[config.mk]
export PLATFORM = sky130hd
export DESIGN_NAME = datapath_seq_flat
export DESIGN_NICKNAME = d
export VERILOG_FILES = /design/src/rtl/datapath_seq_if.sv /design/src/rtl/datapath_seq.sv /design/src/flat_wrapper.sv
export SDC_FILE = /design/constraint.sdc
export NUM_CORES = 1
export LEC_CHECK = 0
export ABC_AREA = 1
export ABC_CLOCK_PERIOD_IN_PS = 4600
export BUFFER_PORTS_ARGS = -buffer_cell sky130_fd_sc_hd__buf_2
export CAP_MARGIN = 5
export CORE_ASPECT_RATIO = 1.75
export CORE_MARGIN = 2
export CORE_UTILIZATION = 25
export CTS_BUF_LIST = sky130_fd_sc_hd__clkbuf_2 sky130_fd_sc_hd__clkbuf_4 sky130_fd_sc_hd__clkbuf_8
export DETAILED_ROUTE_END_ITERATION = 16
export PLACE_DENSITY = 0.5
export SLEW_MARGIN = 30
export SYNTH_ARGS = -nofsm -noshare
export SYNTH_HDL_FRONTEND = slang
export SYNTH_SLANG_ARGS = --single-unit
export TNS_END_PERCENT = 5
[constraint.sdc]
create_clock -name clk -period 4.6 [get_ports clk]
set_input_delay 0.69 -clock clk [delete_from_list [all_inputs] [get_ports clk]]
set_output_delay 0.69 -clock clk [all_outputs]
set_load 0.03 [all_outputs]
[src/rtl/datapath_seq_if.sv]
// Memory bus between datapath_seq and its memory.
// Request is held until acked; ack completes the transfer.
interface datapath_seq_if #(
  parameter int DWIDTH = 16,
  parameter int AWIDTH = 12
);
  logic              o_mem_req;
  logic              o_mem_we;
  logic [AWIDTH-1:0] o_mem_addr;
  logic [DWIDTH-1:0] o_mem_wdata;
  logic              i_mem_ack;
  logic [DWIDTH-1:0] i_mem_rdata;

  modport master (
    output o_mem_req, o_mem_we, o_mem_addr, o_mem_wdata,
    input  i_mem_ack, i_mem_rdata
  );

  modport slave (
    input  o_mem_req, o_mem_we, o_mem_addr, o_mem_wdata,
    output i_mem_ack, i_mem_rdata
  );
endinterface

[src/rtl/datapath_seq.sv]
// Multi-cycle accumulator machine: fetch, decode,
// indirect and execute over a req/ack memory bus.
module datapath_seq #(
  parameter int DWIDTH = 16,
  parameter int AWIDTH = 12
) (
  input  logic              clk,
  input  logic              i_clr_reg,
  input  logic              i_run,
  datapath_seq_if.master    mem,
  output logic [DWIDTH-1:0] o_ac,
  output logic [DWIDTH-1:0] o_ir,
  output logic [AWIDTH-1:0] o_pc,
  output logic              o_e,
  output logic [2:0]        o_state,
  output logic              o_instr_done,
  output logic              o_halted
);

  typedef enum logic [2:0] {
    S_IDLE   = 3'd0,
    S_FETCH  = 3'd1,
    S_DECODE = 3'd2,
    S_INDIR  = 3'd3,
    S_EXEC   = 3'd4,
    S_HALT   = 3'd5
  } state_e;

  state_e            state_q;
  logic [DWIDTH-1:0] ac_q;
  logic [DWIDTH-1:0] dr_q;
  logic [DWIDTH-1:0] ir_q;
  logic [AWIDTH-1:0] ar_q;
  logic [AWIDTH-1:0] pc_q;
  logic              e_q;
  logic [1:0]        sc_q;
  logic              req_q;
  logic              we_q;
  logic [AWIDTH-1:0] addr_q;
  logic [DWIDTH-1:0] wdata_q;
  logic              done_q;
  logic              halted_q;

  logic              ir_i;
  logic [2:0]        op;
  logic [AWIDTH-1:0] ir_addr;
  logic [11:0]       rb;
  logic              ack;
  logic [DWIDTH-1:0] rdata;
  logic [AWIDTH-1:0] pc_inc_d;
  logic [AWIDTH-1:0] ar_inc_d;
  logic [DWIDTH:0]   sum_d;
  state_e            nxt_d;
  logic [DWIDTH-1:0] rr_ac_d;
  logic              rr_e_d;
  logic              rr_skip_d;

  assign ir_i     = ir_q[DWIDTH-1];
  assign op       = ir_q[DWIDTH-2:DWIDTH-4];
  assign ir_addr  = ir_q[AWIDTH-1:0];
  assign rb       = ir_q[11:0];
  assign ack      = mem.i_mem_ack;
  assign rdata    = mem.i_mem_rdata;
  assign pc_inc_d = pc_q + AWIDTH'(1);
  assign ar_inc_d = ar_q + AWIDTH'(1);
  assign sum_d    = {1'b0, ac_q} + {1'b0, rdata};
  assign nxt_d    = i_run ? S_FETCH : S_IDLE;

  // Register-reference result: clear, complement,
  // rotate, increment; skips test pre-update AC/E.
  always_comb begin
    rr_ac_d = ac_q;
    rr_e_d  = e_q;
    if (rb[11]) rr_ac_d = '0;
    if (rb[10]) rr_e_d = 1'b0;
    if (rb[9])  rr_ac_d = ~rr_ac_d;
    if (rb[8])  rr_e_d = ~rr_e_d;
    if (rb[7] && !rb[6])
      {rr_ac_d, rr_e_d} = {rr_e_d, rr_ac_d};
    if (rb[6] && !rb[7])
      {rr_e_d, rr_ac_d} = {rr_ac_d, rr_e_d};
    if (rb[5]) rr_ac_d = rr_ac_d + DWIDTH'(1);
    rr_skip_d = (rb[4] && !ac_q[DWIDTH-1])
             || (rb[3] &&  ac_q[DWIDTH-1])
             || (rb[2] &&  (ac_q == '0))
             || (rb[1] && !e_q);
  end

  // Control FSM and all architectural registers.
  always_ff @(posedge clk or posedge i_clr_reg) begin
    if (i_clr_reg) begin
      state_q  <= S_IDLE;
      ac_q     <= '0;
      dr_q     <= '0;
      ir_q     <= '0;
      ar_q     <= '0;
      pc_q     <= '0;
      e_q      <= 1'b0;
      sc_q     <= '0;
      req_q    <= 1'b0;
      we_q     <= 1'b0;
      addr_q   <= '0;
      wdata_q  <= '0;
      done_q   <= 1'b0;
      halted_q <= 1'b0;
    end else begin
      done_q <= 1'b0;
      unique case (state_q)
        S_IDLE: begin
          if (i_run) state_q <= S_FETCH;
        end
        S_FETCH: begin
          if (!req_q) begin
            req_q  <= 1'b1;
            we_q   <= 1'b0;
            addr_q <= pc_q;
          end else if (ack) begin
            req_q   <= 1'b0;
            ir_q    <= rdata;
            pc_q    <= pc_inc_d;
            state_q <= S_DECODE;
          end
        end
        S_DECODE: begin
          ar_q <= ir_addr;
          sc_q <= '0;
          if (op != 3'd7 && ir_i)
            state_q <= S_INDIR;
          else
            state_q <= S_EXEC;
        end
        S_INDIR: begin
          if (!req_q) begin
            req_q  <= 1'b1;
            we_q   <= 1'b0;
            addr_q <= ar_q;
          end else if (ack) begin
            req_q   <= 1'b0;
            ar_q    <= rdata[AWIDTH-1:0];
            state_q <= S_EXEC;
          end
        end
        S_EXEC: begin
          unique case (op)
            3'd0, 3'd1, 3'd2: begin
              if (!req_q) begin
                req_q  <= 1'b1;
                we_q   <= 1'b0;
                addr_q <= ar_q;
              end else if (ack) begin
                req_q <= 1'b0;
                if (op == 3'd0)
                  ac_q <= ac_q & rdata;
                else if (op == 3'd1)
                  {e_q, ac_q} <= sum_d;
                else
                  ac_q <= rdata;
                done_q  <= 1'b1;
                state_q <= nxt_d;
              end
            end
            3'd3: begin
              if (!req_q) begin
                req_q   <= 1'b1;
                we_q    <= 1'b1;
                addr_q  <= ar_q;
                wdata_q <= ac_q;
              end else if (ack) begin
                req_q   <= 1'b0;
                we_q    <= 1'b0;
                done_q  <= 1'b1;
                state_q <= nxt_d;
              end
            end
            3'd4: begin
              pc_q    <= ar_q;
              done_q  <= 1'b1;
              state_q <= nxt_d;
            end
            3'd5: begin
              if (!req_q) begin
                req_q   <= 1'b1;
                we_q    <= 1'b1;
                addr_q  <= ar_q;
                wdata_q <= DWIDTH'(pc_q);
              end else if (ack) begin
                req_q   <= 1'b0;
                we_q    <= 1'b0;
                pc_q    <= ar_inc_d;
                done_q  <= 1'b1;
                state_q <= nxt_d;
              end
            end
            3'd6: begin
              unique case (sc_q)
                2'd0: begin
                  if (!req_q) begin
                    req_q  <= 1'b1;
                    we_q   <= 1'b0;
                    addr_q <= ar_q;
                  end else if (ack) begin
                    req_q <= 1'b0;
                    dr_q  <= rdata;
                    sc_q  <= 2'd1;
                  end
                end
                2'd1: begin
                  dr_q <= dr_q + DWIDTH'(1);
                  sc_q <= 2'd2;
                end
                2'd2: begin
                  if (!req_q) begin
                    req_q   <= 1'b1;
                    we_q    <= 1'b1;
                    addr_q  <= ar_q;
                    wdata_q <= dr_q;
                  end else if (ack) begin
                    req_q <= 1'b0;
                    we_q  <= 1'b0;
                    if (dr_q == '0) pc_q <= pc_inc_d;
                    sc_q    <= '0;
                    done_q  <= 1'b1;
                    state_q <= nxt_d;
                  end
                end
                default: sc_q <= '0;
              endcase
            end
            3'd7: begin
              done_q <= 1'b1;
              if (ir_i) begin
                state_q <= nxt_d;
              end else begin
                ac_q <= rr_ac_d;
                e_q  <= rr_e_d;
                if (rr_skip_d) pc_q <= pc_inc_d;
                if (rb[0]) begin
                  state_q  <= S_HALT;
                  halted_q <= 1'b1;
                end else begin
                  state_q <= nxt_d;
                end
              end
            end
          endcase
        end
        S_HALT: begin
          halted_q <= 1'b1;
        end
        default: state_q <= S_IDLE;
      endcase
    end
  end

  assign mem.o_mem_req   = req_q;
  assign mem.o_mem_we    = we_q;
  assign mem.o_mem_addr  = addr_q;
  assign mem.o_mem_wdata = wdata_q;

  assign o_ac         = ac_q;
  assign o_ir         = ir_q;
  assign o_pc         = pc_q;
  assign o_e          = e_q;
  assign o_state      = state_q;
  assign o_instr_done = done_q;
  assign o_halted     = halted_q;

endmodule

[src/flat_wrapper.sv]
// flat-port wrapper written by rule: the top's interface ports become plain ports
module datapath_seq_flat 
#(
  parameter int DWIDTH = 16,
  parameter int AWIDTH = 12
)
  (clk, i_clr_reg, i_run, o_ac, o_ir, o_pc, o_e, o_state, o_instr_done, o_halted, mem_o_mem_req, mem_o_mem_we, mem_o_mem_addr, mem_o_mem_wdata, mem_i_mem_ack, mem_i_mem_rdata);
  datapath_seq_if #(.DWIDTH(DWIDTH), .AWIDTH(AWIDTH)) mem_i ();
  input  logic clk;
  input  logic i_clr_reg;
  input  logic i_run;
  output logic [DWIDTH-1:0] o_ac;
  output logic [DWIDTH-1:0] o_ir;
  output logic [AWIDTH-1:0] o_pc;
  output logic o_e;
  output logic [2:0] o_state;
  output logic o_instr_done;
  output logic o_halted;
  output wire logic [$bits(mem_i.o_mem_req)-1:0] mem_o_mem_req;
  output wire logic [$bits(mem_i.o_mem_we)-1:0] mem_o_mem_we;
  output wire logic [$bits(mem_i.o_mem_addr)-1:0] mem_o_mem_addr;
  output wire logic [$bits(mem_i.o_mem_wdata)-1:0] mem_o_mem_wdata;
  input wire logic [$bits(mem_i.i_mem_ack)-1:0] mem_i_mem_ack;
  input wire logic [$bits(mem_i.i_mem_rdata)-1:0] mem_i_mem_rdata;
  assign mem_o_mem_req = mem_i.o_mem_req;
  assign mem_o_mem_we = mem_i.o_mem_we;
  assign mem_o_mem_addr = mem_i.o_mem_addr;
  assign mem_o_mem_wdata = mem_i.o_mem_wdata;
  assign mem_i.i_mem_ack = mem_i_mem_ack;
  assign mem_i.i_mem_rdata = mem_i_mem_rdata;
  datapath_seq #(.DWIDTH(DWIDTH), .AWIDTH(AWIDTH)) u_core (.clk(clk), .i_clr_reg(i_clr_reg), .i_run(i_run), .mem(mem_i), .o_ac(o_ac), .o_ir(o_ir), .o_pc(o_pc), .o_e(o_e), .o_state(o_state), .o_instr_done(o_instr_done), .o_halted(o_halted));
endmodule
==> results of run 1 <==
per-stage QoR:
stage          total power, mW  hold WS [ps]  util (%)  std cells  setup WS, ps
2_1_floorplan             1.07           449         -       1280          1010
4_1_cts                   1.76           426      28.5       1809          1550
6_report                  1.75           369      28.5       1810          1560
5_1_grt                   1.81           454      28.5       1810          1240
3_3_place_gp              1.13           456      27.9       1794          1650
3_5_place_dp              1.13           460      27.9       1794          1580
per-layer routing:
layer	vias up	track usage, %	part of all wire [%]
li1	4418	-	-
met1	4249	19.9	34
met2	310	38.2	54
met3	129	2.08	3.5
met4	0	15.5	8.7
met5	-	0	0
power groups by stage:
stage | registers [mW] | logic, mW | clock network [mW]
floorplan | 1.00 | 0.0659 | 0
global placement | 0.998 | 0.132 | 0
detailed placement | 0.999 | 0.133 | 0
CTS | 0.980 | 0.133 | 0.650
global route | 0.981 | 0.144 | 0.682
finish | 0.980 | 0.132 | 0.641
cells in the mapped netlist (11+ instances only):
cell      instances  area, um2
o22ai_1          17        106
o21ai_0         149        746
buf_2            15       75.1
nand2_1         351       1320
inv_1           128        480
o21ai_1          15       75.1
nor3_1           11       55.1
clkbuf_1         25       93.8
nand3_1         105        526
nor2_1           87        327
nand3_2          14        140
ha_1             21        263
nand4_1          16        100
a21oi_1          86        430
dfrtp_1         110       2750
o211ai_1         13       97.6
xor2_1           20        175
logic make-up (layout without fill, tap and decap cells):
logic type	after synthesis	in the layout	synth area share, %
xor gates and xnor gates	21	21	2.15
AOI/OAI and AO/OA	316	316	20.5
other	0	1	0
and+or+nand+nor	619	619	32.2
muxes	2	2	0.235
buffers and inverters	190	264	9.34
adders and majority gates	22	22	3.31
DFF	110	110	32.2
worst register-to-register path: stages, from the launching register on:
cell and delay, ps:
dfrtp_1 500, inv_1 80, or2_1 290, nor2_4 370
inv_2 240, nand2_2 160, inv_1 230, nor3_1 230
nor4_1 70, nand2_1 320, inv_1 270, nand2_1 110
o21ai_1 60
state kept, by name (all words and copies together), names as in the netlist:
register / flops
u_core.o_ir: 16
u_core.mem.o_mem_we: 1
u_core.o_instr_done: 1
u_core.sc_q: 2
u_core.o_e: 1
u_core.o_halted: 1
u_core.mem.o_mem_addr: 12
u_core.dr_q: 16
u_core.mem.o_mem_wdata: 16
u_core.mem.o_mem_req: 1
u_core.ar_q: 12
u_core.o_state: 3
u_core.o_pc: 12
u_core.o_ac: 16
final cells by class:
cell class | count | area [um2]
Inverter | 139 | 529
Tap cell | 455 | 569
Multi-Input combinational cell | 980 | 4990
Fill cell | 3844 | 24100
Clock buffer | 10 | 131
Sequential cell | 110 | 2750
Clock inverter | 5 | 60.1
Antenna cell | 1 | 2.50
Timing Repair Buffer | 110 | 578
worst min path at each step:
stage | startpoint | to | slack, ps | depth (start not counted)
floorplan | u_core.dr_q[13] | u_core.dr_q[13] | 450 | 2
detailed placement | u_core.mem.o_mem_wdata[14] | u_core.mem.o_mem_wdata[14] | 460 | 2
global placement | u_core.mem.o_mem_wdata[13] | u_core.mem.o_mem_wdata[13] | 460 | 2
CTS | i_clr_reg | u_core.o_ir[8] | 430 | 2
global route | i_clr_reg | u_core.o_instr_done | 450 | 2
finish | i_clr_reg | u_core.o_instr_done | 370 | 2
==> reports/summary.txt, run 1 <==
status: complete, no violations
Max stage delay on crit path: 500 ps
Fin. Hold Viols: 0
worst endpoint required time: 4920 ps
Initial Utilization: 25.3%
Final Wtd Congestion: 0.967
Slew Limit Fails: 0
average size of a mapped cell: 6.67 um2
Clock transition at path regs: 110 ps
vias in the first global route: 9061
pwr dens: 182 nW/um2
Die Height: 248 um
Post-DRT Antenna Nets: 0
ys async rst share: 100%
Crit-path slowest cell: dfrtp_1
fin nets: 1392
fin crit share: 66.1%
cells on worst reg2reg path: 12
clock group share of total power: 36.6%
CP bufs+invs: 4
Mapped Nets: 1322
worst r2r src: u_core.o_ir[12]
CP Class: reg2reg
CORE AREA: 33700 um2
slew margin rel.: 43.5%
initial DRC count: 632
sw frac: 28.0%
maxcap violations: 0
LEAKAGE: 4.55 nW
highest clock rate: 329 MHz
share of cells above drive strength 1: 13.3%
CTS H-Tree Depth: 3
R2R setup slack: 1560 ps
number of synthesized flops with an enable pin: 0
Netlist cell types: 53
CP arrival: 3360 ps
initial antenna violation count: 1
largest net degree at the start of global routing: 62
Ys Warns: 0
full die area: 35700 um2
crit-path max FO: 15
sequential share of the synthesized area: 32.2%
CTS tree: yes
crit path time final: 3040 ps
sw power: 491 uW
CP Capture Type: flip-flop
sequential power share: 55.9%
Cell Area, Placed: 9420 um2
Die Width: 144 um
Post-DP HPWL: 29.0 mm
Vias/cell: 5.03
worst min-delay path category: in2async
DRT Wirelength: 36.2 mm
number of cells on the critical path: 12
drt wl/cell: 20.0 um
first-pass GRT wire length: 54.2 mm
vias: 9106
Core Rows: 89
buffers added on ports: 99
Critical Path Start Type: flip-flop
Ports: 100
GRT Util Overall: 20.4%
logic gate share of total power: 7.5%
setup tns final: 0 ps
Least-Margin Pin Slew: 848 ps
Reg-to-Reg End: u_core.o_pc[8]
critical path launch point: u_core.o_ir[12]
fin area: 9610 um2
Final setup viols: 0
Yosys reg bits: 110
VDD IR max: 0.132 mV
Int Pwr: 1.26 mW
Cells after Synth: 1280
most frequent cells in the layout: 350 x nand2_1, 149 x o21ai_0, 127 x inv_1
Max Root-Sink Buffers: 2
Post-Syn Area: 8540 um2
clk sinks: 110
Setup crit end: u_core.o_pc[8]
RSZ-0062 raised after global routing: false
clk_lat worst skew: 440 ps
CTS root buffer: clkbuf_8
total gr overflow: 0
cell mode on critical path: inv_1
Layout area overhead: 12.6%
drt drc: 0
CTS Buf Count: 9
commonest non-fill, non-tap cell in the layout: nand2_1
most frequently used flop master after synthesis: dfrtp_1
Post-CTS Repair Setup Buffers: 0
CP top delay family: simple AND/OR/NAND/NOR gates
critical path, cell by cell: inv_1 -> or2_1 -> nor2_4 -> inv_2 -> nand2_2 -> inv_1 -> nor3_1 -> nor4_1 -> nand2_1 -> inv_1 -> nand2_1 -> o21ai_1
Clock Skew: 16.6 ps
Hold Buf Count CTS: 0
CTS resizes: 0
DRT Pass-1 Iters: 7
Note: power is estimated with default switching activity, not from simulation.
==> run 2, diff against run 1 <==
--- a/config.mk
+++ b/config.mk
@@ -5,8 +5,8 @@
 export SDC_FILE = /design/constraint.sdc
 export NUM_CORES = 1
 export LEC_CHECK = 0
-export ABC_AREA = 1
-export ABC_CLOCK_PERIOD_IN_PS = 4600
+export ABC_AREA = 0
+export ABC_CLOCK_PERIOD_IN_PS = 2480
 export BUFFER_PORTS_ARGS = -buffer_cell sky130_fd_sc_hd__buf_2
 export CAP_MARGIN = 5
 export CORE_ASPECT_RATIO = 1.75
@@ -14,7 +14,7 @@
 export CORE_UTILIZATION = 25
 export CTS_BUF_LIST = sky130_fd_sc_hd__clkbuf_2 sky130_fd_sc_hd__clkbuf_4 sky130_fd_sc_hd__clkbuf_8
 export DETAILED_ROUTE_END_ITERATION = 16
-export PLACE_DENSITY = 0.5
+export PLACE_DENSITY = 0.51
 export SLEW_MARGIN = 30
 export SYNTH_ARGS = -nofsm -noshare
 export SYNTH_HDL_FRONTEND = slang
==> constraint.sdc (replaced) <==
create_clock -name clk -period 2.48 [get_ports clk]
set_input_delay 0.372 -clock clk [delete_from_list [all_inputs] [get_ports clk]]
set_output_delay 0.372 -clock clk [all_outputs]
set_load 0.03 [all_outputs]
==> reports/summary.txt, run 2 <==
status: complete, but fails checks
violated checks: negative setup slack
Layout area overhead: 30.7%
Cells after Synth: 1016
Int Pwr: 7.79 mW
most frequent cells in the layout: 171 x buf_4, 123 x nand2_1, 112 x o21ai_0
setup tns final: -1150 ps
logic gate share of total power: 71.1%
CORE AREA: 32300 um2
slew margin rel.: 44.4%
met2 Usage GRT: 36.2%
first-pass GRT wire length: 51.9 mm
worst endpoint required time: 2800 ps
M1 GR Usage: 20.9%
total gr overflow: 0
CP Capture Type: flip-flop
DRT Wirelength: 34.5 mm
sequential share of the synthesized area: 33.5%
Post-DRT Antenna Nets: 0
fin area: 10700 um2
worst min-delay path category: in2async
Ys Warns: 0
clock group share of total power: 7.8%
Synth area leader: dfrtp_1
vias: 8699
Pwr Total: 16.4 mW
DRT Pass-1 Iters: 5
commonest non-fill, non-tap cell in the layout: buf_4
ys async rst share: 100%
Final Wtd Congestion: 0.899
Initial Utilization: 25.4%
vias in the first global route: 8606
placed cells: 1624
LEAKAGE: 4.78 nW
fin crit share: 107%
largest net degree at the start of global routing: 33
R2R setup slack: -170 ps
drt wl/cell: 21.0 um
Clock Skew: 16.0 ps
drt drc: 0
pwr dens: 1530 nW/um2
crit path time final: 2650 ps
Most Crowded Layer GR: met2
sequential power share: 21.1%
GRT met3 Usage: 2.56%
Final Non-Filler Cells: 1642
final core occ: 33.2%
Cell Area, Placed: 10300 um2
Die Width: 141 um
VDD IR max: 0.534 mV
GRT Util Overall: 20.0%
average size of a mapped cell: 8.09 um2
Fin. Hold Viols: 0
highest clock rate: 377 MHz
most frequent cell after synthesis: nand2_1
synth cell count leaders: 124 x nand2_1, 119 x o21ai_0, 110 x dfrtp_1
initial DRC count: 476
Ports: 100
most frequently used flop master after synthesis: dfrtp_1
Slew Limit Fails: 0
sw power: 8.59 mW
full die area: 34400 um2
Die Height: 244 um
CTS H-Tree Depth: 3
initial antenna violation count: 1
number of synthesized flops with an enable pin: 0
CTS root buffer: clkbuf_8
CTS tree: yes
buffers added on ports: 99
Post-Syn Area: 8220 um2
CP Class: reg2reg
Synth top area share: 33.5%
share of cells above drive strength 1: 29.3%
Max Root-Sink Buffers: 2
Hold Buf Count CTS: 0
Post-DP HPWL: 27.8 mm
Mapped Nets: 1058
Critical Path Start Type: flip-flop
clk sinks: 110
CTS Buf Count: 9
maxcap violations: 0
sw frac: 52.4%
RSZ-0062 raised after global routing: true
Yosys reg bits: 110
Least-Margin Pin Slew: 832 ps
CP arrival: 2980 ps
Final setup viols: 15
main area contributors after synthesis: dfrtp_1 34%, o21ai_0 7.2%, mux2i_1 6.0%
Clock transition at path regs: 130 ps
Core Rows: 87
setup ws final: -175 ps
fin nets: 1278
crit-path max FO: 3
Netlist cell types: 77
clk_lat worst skew: 430 ps
Vias/cell: 5.30
run 2: metrics by stage:
step,setup slack (ps),hold slack (ps)
final,-175,79.3
after global routing,-315,118
after floorplan,-482,487
after global placement,-368,455
after CTS,-278,81.1
after detailed placement,-405,467
run 2: worst max-delay path, cell delays in order, from the launching register on:
cell and delay, ps:
dfrtp_1 410, nand2b_1 160, xnor2_1 330, nor2_1 100, a21oi_2 190, ha_4 180, nand2_4 60, nor4b_4 310
a31oi_4 80, nor3_4 140, nand2_1 110, a21oi_2 150, a31oi_1 50, mux2_2 270
run 2: layout make-up:
type                            instances  area (um2)
Tap cell                              400         500
Fill cell                            3406       21600
Multi-Input combinational cell        814        5260
Clock buffer                           10         138
Antenna cell                            1        2.50
Timing Repair Buffer                  277        1900
Clock inverter                          6        83.8
Inverter                               24        93.8
Sequential cell                       110        2760
run 2: cell families (layout without fill, tap and decap cells):
kind of cell / Yosys count / in the layout / synth area share (%)
AND/OR/NAND/NOR: 333 / 333 / 19.5
buffers and inverters: 92 / 317 / 4.93
other: 0 / 1 / 0
multiplexers: 68 / 68 / 8.57
flip-flops: 110 / 110 / 33.5
adder cells (fa/ha/maj): 22 / 22 / 3.44
XOR/XNOR: 40 / 40 / 4.36
AO/OA/AOI/OAI: 351 / 351 / 25.7
run 2: timing repair:
item | 4_1_cts | 5_1_grt
buffers inserted | 1 | 0
pin swaps | 7 | 9
setup endpoints to repair | 25 | 30
gates resized for setup | 15 | 36
run 2: worst paths after layout:
check / start / endpoint / depth (start not counted)
min: i_clr_reg / u_core.mem.o_mem_wdata[13] / 2
max in group asynchronous: i_clr_reg / u_core.dr_q[4] / 3
max reg2reg: u_core.o_ir[10] / u_core.o_ac[10] / 13
min in group clk: mem_i_mem_rdata[13] / u_core.o_ir[13] / 3
min reg2reg: u_core.mem.o_mem_addr[6] / u_core.mem.o_mem_addr[6] / 2
max: u_core.o_ir[10] / u_core.o_ac[10] / 13
run 2: layer usage:
layer,vias up,wire length [um]
met5,-,0
met4,0,2640
met3,103,1310
met2,275,17900
met1,4164,12600
li1,4157,-
run 2: power by group through the flow:
stage	clock, mW	sequential [mW]	combinational, mW
floorplan	0	4.43	5.62
global placement	0	3.46	11.2
detailed placement	0	3.47	11.2
CTS	1.33	3.43	11.4
global route	1.39	3.55	12.6
finish	1.28	3.46	11.6
